===== src/rtl/elevator_pkg.sv =====
// Shared types and constants for the elevator call scheduler.
package elevator_pkg;

    localparam int unsigned NFLR  = 4;
    localparam int unsigned FLR_W = $clog2(NFLR);

    localparam logic DIR_UP = 1'b1;
    localparam logic DIR_DN = 1'b0;

    typedef logic [FLR_W-1:0] flr_t;

    // One-hot mask with only the bit for the given floor set.
    function automatic logic [NFLR-1:0] flr_onehot(input flr_t flr);
        flr_onehot      = '0;
        flr_onehot[flr] = 1'b1;
    endfunction

endpackage


===== src/rtl/elevator_dir_select.sv =====
// SCAN direction selection: looks at the calls beyond the floor the car is
// about to report and decides which way it should head next.
module elevator_dir_select
    import elevator_pkg::*;
(
    input  logic [NFLR-1:0] Pending,
    input  flr_t            NextFlr,
    input  logic            Dir,
    output logic            ahead,
    output logic            behind,
    output logic            DirNext
);

    logic [NFLR-1:0] above_mask;
    logic [NFLR-1:0] below_mask;
    logic            calls_above;
    logic            calls_below;

    // Split outstanding calls into those strictly above and strictly below NextFlr.
    always_comb begin
        // NOTE: every combinational output gets a default first so no path
        // leaves it unassigned and a latch is never inferred.
        above_mask = '0;
        below_mask = '0;
        for (int i = 0; i < NFLR; i++) begin
            above_mask[i] = (i > int'(NextFlr));
            below_mask[i] = (i < int'(NextFlr));
        end
        calls_above = |(Pending & above_mask);
        calls_below = |(Pending & below_mask);
    end

    // Keep going while calls lie ahead, otherwise reverse; the building ends force a direction.
    always_comb begin
        ahead   = (Dir == DIR_UP) ? calls_above : calls_below;
        behind  = (Dir == DIR_UP) ? calls_below : calls_above;
        DirNext = Dir;
        if (!ahead && behind) begin
            DirNext = ~Dir;
        end
        if (NextFlr == flr_t'(NFLR - 1)) begin
            DirNext = DIR_DN;
        end else if ((NextFlr == '0) && calls_above) begin
            DirNext = DIR_UP;
        end
    end

endmodule


===== src/rtl/elevator_scheduler.sv =====
// Call scheduler for the single-car elevator: latches calls, tracks floor and
// direction, and tells the door/motor state machine whether to keep moving.
module elevator_scheduler
    import elevator_pkg::*;
#(
    parameter int unsigned HOME = 0
) (
    input  logic            CLK,
    input  logic            RST,
    input  logic [NFLR-1:0] CallBtn,
    input  logic            Arrive,
    input  logic            MotorEn,
    output logic            Moving,
    output logic            Dir,
    output flr_t            CurFlr,
    output logic [NFLR-1:0] Pending,
    output logic            DoorReq
);

    logic [NFLR-1:0] pending_q, pending_d;
    flr_t            cur_flr_q, cur_flr_d;
    logic            dir_q, dir_d;
    logic            door_req_q, door_req_d;

    flr_t next_flr;
    logic stop;
    logic absorb;
    logic ahead, behind, dir_next;

    // Floor the car reports after this edge; saturates at both ends of the shaft.
    always_comb begin
        next_flr = cur_flr_q;
        if (Arrive) begin
            if (dir_q == DIR_UP) begin
                if (cur_flr_q != flr_t'(NFLR - 1)) next_flr = cur_flr_q + flr_t'(1);
            end else begin
                if (cur_flr_q != '0) next_flr = cur_flr_q - flr_t'(1);
            end
        end
    end

    elevator_dir_select u_dir_select (
        .Pending (pending_q),
        .NextFlr (next_flr),
        .Dir     (dir_q),
        .ahead   (ahead),
        .behind  (behind),
        .DirNext (dir_next)
    );

    // Stop/Moving lookahead, call latching and direction update for the next edge.
    always_comb begin
        stop   = Arrive & pending_q[next_flr];
        absorb = ~MotorEn & ~Arrive & CallBtn[cur_flr_q];
        Moving = (|(pending_q & ~flr_onehot(next_flr))) & ~stop;

        // A clear wins over a simultaneous press: that passenger is being served.
        pending_d = pending_q | CallBtn;
        if (stop)   pending_d[next_flr]  = 1'b0;
        if (absorb) pending_d[cur_flr_q] = 1'b0;

        cur_flr_d  = next_flr;
        door_req_d = absorb;
        // Direction is only re-evaluated at a floor, never between floors.
        dir_d      = (~MotorEn | Arrive) ? dir_next : dir_q;
    end

    // State registers with synchronous reset; reset also discards all calls.
    always_ff @(posedge CLK) begin
        // NOTE: sequential state uses non-blocking assignments so every register
        // samples pre-edge values regardless of statement order.
        if (RST) begin
            pending_q  <= '0;
            cur_flr_q  <= flr_t'(HOME);
            dir_q      <= DIR_UP;
            door_req_q <= 1'b0;
        end else begin
            pending_q  <= pending_d;
            cur_flr_q  <= cur_flr_d;
            dir_q      <= dir_d;
            door_req_q <= door_req_d;
        end
    end

    assign Pending = pending_q;
    assign CurFlr  = cur_flr_q;
    assign Dir     = dir_q;
    // The door request is suppressed whenever the motor is running.
    assign DoorReq = door_req_q & ~MotorEn;

    logic unused_ok;
    assign unused_ok = ahead ^ behind;

endmodule


===== config.mk =====
export PLATFORM = sky130hd
export DESIGN_NAME = elevator_scheduler
export DESIGN_NICKNAME = d
export VERILOG_FILES = /design/src/rtl/elevator_pkg.sv /design/src/rtl/elevator_dir_select.sv /design/src/rtl/elevator_scheduler.sv
export SDC_FILE = /design/constraint.sdc
export NUM_CORES = 1
export LEC_CHECK = 0
export CAP_MARGIN = 40
export CORE_MARGIN = 2
export CORE_UTILIZATION = 44
export CTS_BUF_LIST = sky130_fd_sc_hd__clkbuf_8
export DETAILED_ROUTE_END_ITERATION = 6
export GPL_TIMING_DRIVEN = 0
export HOLD_SLACK_MARGIN = 0.08
export MAX_ROUTING_LAYER = met4
export PLACE_DENSITY_LB_ADDON = 0.08
export SKIP_LAST_GASP = 1
export SYNTH_ARGS = -nofsm -noshare
export SYNTH_HDL_FRONTEND = slang
export SYNTH_SLANG_ARGS = --single-unit

===== constraint.sdc =====
create_clock -name CLK -period 3.56 [get_ports CLK]
set_clock_uncertainty 0.15 [all_clocks]
set_input_delay 0.356 -clock CLK [delete_from_list [all_inputs] [get_ports CLK]]
set_output_delay 0.356 -clock CLK [all_outputs]
set_load 0.03 [all_outputs]

# == Word-level counts from Yosys, hierarchy flattened ==
# Index checks and enable logic that the tools add are counted.
# word_totals
n_memories,0
latch_bits,0
in_bits,8
ff_bits,8
ramBits,0
output_inout_bits,9
rom_bits,0
# classes
n_lt_le_gt_ge,10
n_mux,19
bitwise,18
n_shift,0
n_eq_ne,2
mul,0
n_reduce_logical,12
div_mod_pow,0
n_addsub,2
# op_table
cell,n
AND 4 bit,4
OR reduction 4 bit,3
two-way mux 1 bit,9
two-way mux 2 bit,4
two-way mux 4 bit,2
inverter 4 bit,2
less-than comparator 2 x 3 -> 1 bit (second input constant),2
AND 1 bit,5
AND 4 x 3 -> 4 bit,1
binary-select mux 1 bit (select 2 bit),2
demux 1 bit (select 2 bit),2
>= comparator 2 x 1 -> 1 bit (second input constant),2
> comparator 2 bit (first input constant),2
logical AND 1 bit,4
less-than comparator 1 x 2 -> 1 bit (first input constant),2
inverter 1 bit,4
bitwise OR 4 bit,1
nonzero test 3 bit,1
adder 2 x 1 -> 2 bit (second input constant),1
== test 2 bit (second input constant),1
> comparator 1 x 2 -> 1 bit (first input constant),1
zero test 2 bit,1
less-than comparator 2 bit (first input constant),1
!= test 2 bit (second input constant),1
5 further kinds,5

# == Logic depth before layout (Yosys ltp) ==
# depth
word_depth,13
mapped_depth,7
depth_no_buf,5

# == Hierarchy ==
# Synthesis repeated with hierarchy kept, for this count alone.
# hier_totals
hier_cells,84
hier_area_um2,670.6
# by_module_without_submodules
module,area_each_um2,cells_each,n_inst
elevator_scheduler,556.8,67,1
elevator_dir_select,113.9,17,1

# == Worst setup path after synthesis ==
# No wires, ideal clock.
# synth_timing
kind,register to output
start,register dir_q (netlist: Dir)
end,output Moving
path_stages_with_launch,6
arrival_time_ps,2348
path_slack_ps,706
required_ps,3054
cell_sequence,dfxtp_1 > clkbuf_1 > o21ai_0 > and2_0 > a221o_1 > a222oi_1
# synth_between
elab_chain_cells,10
word_cells_on_any_way,15
# synth_lines
element,line,source
from (decl),elevator_scheduler.sv:22,"logic dir_q, dir_d;"
from (signal assigned),elevator_scheduler.sv:80,dir_q <= dir_d;
two-way mux 2 bit *,elevator_scheduler.sv:34,if (dir_q == DIR_UP) begin
two-way mux 2 bit *,elevator_scheduler.sv:33,if (Arrive) begin
less-than comparator 2 x 3 -> 1 bit (not written as such) / >= comparator 2 x 1 -> 1 bit (equally long branches),elevator_pkg.sv:15,flr_onehot[flr] = 1'b1;
logical AND 1 bit (not written as such),elevator_pkg.sv:15,
two-way mux 1 bit (not written as such),elevator_pkg.sv:15,
demux 1 bit (select 2 bit),elevator_pkg.sv:15,
inverter 4 bit,elevator_scheduler.sv:55,Moving = (|(pending_q & ~flr_onehot(next_flr))) & ~stop;
AND 4 bit,elevator_scheduler.sv:55,
OR reduction 4 bit,elevator_scheduler.sv:55,
AND 1 bit *,elevator_scheduler.sv:55,
to (decl),elevator_scheduler.sv:13,"output logic Moving,"
# Every way passes the cells marked *; elsewhere a longest branch is shown, timed or not. The select of a mux whose other input is x is not followed.

# == Worst setup path after layout ==
# layout_timing
start,input Arrive
end,output Moving
# layout_between
elab_chain_cells,9
word_cells_on_any_way,14
# layout_lines
element,line,source
from (decl),elevator_scheduler.sv:11,"input logic Arrive,"
two-way mux 2 bit,elevator_scheduler.sv:33,
less-than comparator 2 x 3 -> 1 bit (not written as such) / >= comparator 2 x 1 -> 1 bit (equally long branches),elevator_pkg.sv:15,
logical AND 1 bit (not written as such),elevator_pkg.sv:15,
two-way mux 1 bit (not written as such),elevator_pkg.sv:15,
demux 1 bit (select 2 bit),elevator_pkg.sv:15,
inverter 4 bit,elevator_scheduler.sv:55,
AND 4 bit,elevator_scheduler.sv:55,
OR reduction 4 bit,elevator_scheduler.sv:55,
AND 1 bit *,elevator_scheduler.sv:55,
# Marked as above.

==> impl_metrics.py <==
metrics = {
    "placed_design": {
        "dp.final_hpwl_mm": 1.32,
        "dp.cells": 128,
        "port_buffers": 15,
        "place_ws_ns": 0.152,
        "finalWeightedCongestion": 0.921,
        "dpl-instance-area_sq_um": 847,
    },
    "yosys": {
        "synth.cells.most_frequent": "nor2_1, dfxtp_1, o21ai_0",
        "synth.most_common_cell": "nor2_1",
        "async_flop_share": 0,
        "synth_area_sq_um": 677,
        "synth-seq-cells": 8,
        "postSynthNetCount": 105,
        "synthDistinctLibCells": 38,
        "avgSynthCellArea_sq_um": 6.98,
        "synth_flop_cell": "dfxtp_1",
        "synth_cells": 97,
        "synth_area_leaders": "dfxtp_1, nor2_1, o21ai_0, a21oi_1, nand2_1",
        "yosysTopAreaCell": "dfxtp_1",
        "synth_warnings": 0,
        "seq_area_frac_synth": 0.237,
        "synth.top_cell.area_share": 0.237,
        "synth_edf_count": 0,
    },
    "cells_and_area": {
        "final_cells": 131,
        "finalInstanceArea_sq_um": 888,
        "syn2layout_area_growth_pct": 31.2,
        "layout.nets": 125,
        "drive_above_1_share": 0.0609,
        "post-route-util": 0.604,
        "fillers": 148,
        "diodes": 0,
    },
    "die": {
        "die_y_um": 43.2,
        "initial_core_util": 0.460,
        "io_pins": 17,
        "coreArea_sq_mm": 0.00147,
        "rows": 14,
        "design.die.area_sq_mm": 0.00187,
        "die_x_um": 43.2,
    },
    "clock_tree": {
        "clk_pin_slew_worst_paths_ns": 0.05,
        "cts_resized": 0,
        "cts_sinks": 8,
        "cts_buffers": 3,
        "root_buffer": "clkbuf_8",
        "clock_path_buffers": 2,
        "cts_max_level": 1,
        "post-cts-setup-buffers": 0,
        "clk-insertion-delay-late_ns": 0.24,
        "hold_buffers": 0,
        "cts_tree": "yes",
    },
    "grt": {
        "antenna_found_initial": 0,
        "grt_max_degree": 11,
        "met1_usage": 0.308,
        "grt_pass1_vias": 663,
        "grtUsageMet3": 0.0596,
        "grt_pass1_wl_mm": 3.01,
        "grt_busiest_layer": "met1",
        "grt_use_total": 0.223,
        "grtUsageMet2": 0.296,
        "grt-ovfl-total": 0,
    },
    "timing": {
        "fin_setup_tns_ns": 0,
        "setup_violations": 0,
        "worstMarginPinSlew_ns": 0.423,
        "finalCritPeriodShare": 0.956,
        "max_slew_margin": 0.718,
        "rsz0062_at_grt": "false",
        "maxSlewViolCount": 0,
        "period_minus_slack_ns": 3.40,
        "finalHoldViolCount": 0,
        "setup_slack_ns": 0.156,
        "max_freq_mhz": 294,
        "whs_ns": 0.317,
    },
    "route": {
        "avgViaCountPerCell": 6.05,
        "drt_wl_total_mm": 1.81,
        "drc_errors": 0,
        "ant_nets": 0,
        "wl_per_cell_um": 13.8,
        "vias": 792,
        "drtIter0Drc": 32,
        "drtPass1Iterations": 4,
    },
    "critical_path": {
        "crit_type": "in -> out",
        "path_max_fanout": 10,
        "crit_arrival_ns": 2.90,
        "required_ns": 3.05,
        "cp-end-kind": "output pin",
        "start_kind": "input port",
    },
    "power": {
        "p_leak_nw": 0.343,
        "finalPower_uw": 396,
        "power_density_mw_per_mm2": 446,
        "irDropWorstVdd_v": 0.000227,
    },
    "hold_path": {
        "hp-class": "in -> reg",
    },
    "outcome": {
        "status": "finished clean",
    },
    "run": {
        "drv_cap": 0,
    },
}
## critical path, cell delays in order
cell	delay [ns]
clkdlybuf4s50_1	0.44
buf_6	0.15
nor2b_4	0.12
a211o_1	0.30
and2_0	0.14
a221o_1	0.33
a222oi_1	0.32
clkdlybuf4s50_1	0.72
## where the power goes
part / leakage (nW) / internal (mW) / switching (mW)
Sequential: 0.0664 / 0.0993 / 0.00997
Clock: 0.0216 / 0.0739 / 0.0424
Combinational: 0.255 / 0.0728 / 0.0981
Total: 0.343 / 0.246 / 0.150
## area by class of cell
class / instances / area (sq um) / share of cell area
Multi-Input combinational cell: 74 / 449 / 0.506
Sequential cell: 8 / 160 / 0.180
Timing Repair Buffer: 15 / 150 / 0.169
Buffer: 10 / 48.8 / 0.0549
Clock buffer: 3 / 41.3 / 0.0465
Tap cell: 16 / 20.0 / 0.0225
Inverter: 5 / 18.8 / 0.0211
## cells by family (layout without fill, tap and decap cells)
logic type,Yosys count,after routing,synth area share
adders and majority gates,1,1,0.0148
AOI/OAI and AO/OA,32,32,0.312
buffers and inverters,15,33,0.0998
muxes,1,1,0.0333
DFF,8,8,0.237
and+or+nand+nor,40,40,0.303
## layout by cell type (no fill, tap or decap), types with 2 or more instances in the layout
master | netlist | routed
nand3_1 | 4 | 4
clkbuf_1 | 6 | 6
clkbuf_8 | 0 | 3
dfxtp_1 | 8 | 8
a21oi_1 | 7 | 7
o21bai_1 | 2 | 2
nor2_1 | 12 | 12
nand2b_1 | 2 | 2
inv_1 | 5 | 5
nand2_1 | 7 | 7
a31oi_1 | 2 | 2
o21ai_0 | 8 | 8
clkdlybuf4s50_1 | 0 | 15
buf_1 | 2 | 2
nor3_1 | 5 | 5
and2_1 | 2 | 2
nor2b_1 | 2 | 2
## routing by layer
metal  vias up  wire, um  share of wire
li1        388         -              -
met4         0        46          0.025
met5         -         0              0
met3         9       146          0.081
met1       359       813           0.45
met2        36       804           0.44
## final timing paths
kind,to,slack [ns],depth (start not counted),from
max,Moving,0.16,8,Arrive
min,CurFlr[1]$_SDFF_PP0_,0.32,2,RST
max reg2reg,Dir$_SDFFE_PP1P_,1.66,6,Dir$_SDFFE_PP1P_
min reg2reg,Pending[3]$_SDFF_PP0_,0.50,2,Pending[3]$_SDFF_PP0_
## sequential cells by signal, summed over array words and instances, names as in the netlist
| name | cells |
|---|---|
| CurFlr | 2 |
| Dir | 1 |
| Pending | 4 |
| door_req_q | 1 |
Note: power is estimated with default switching activity, not from simulation.
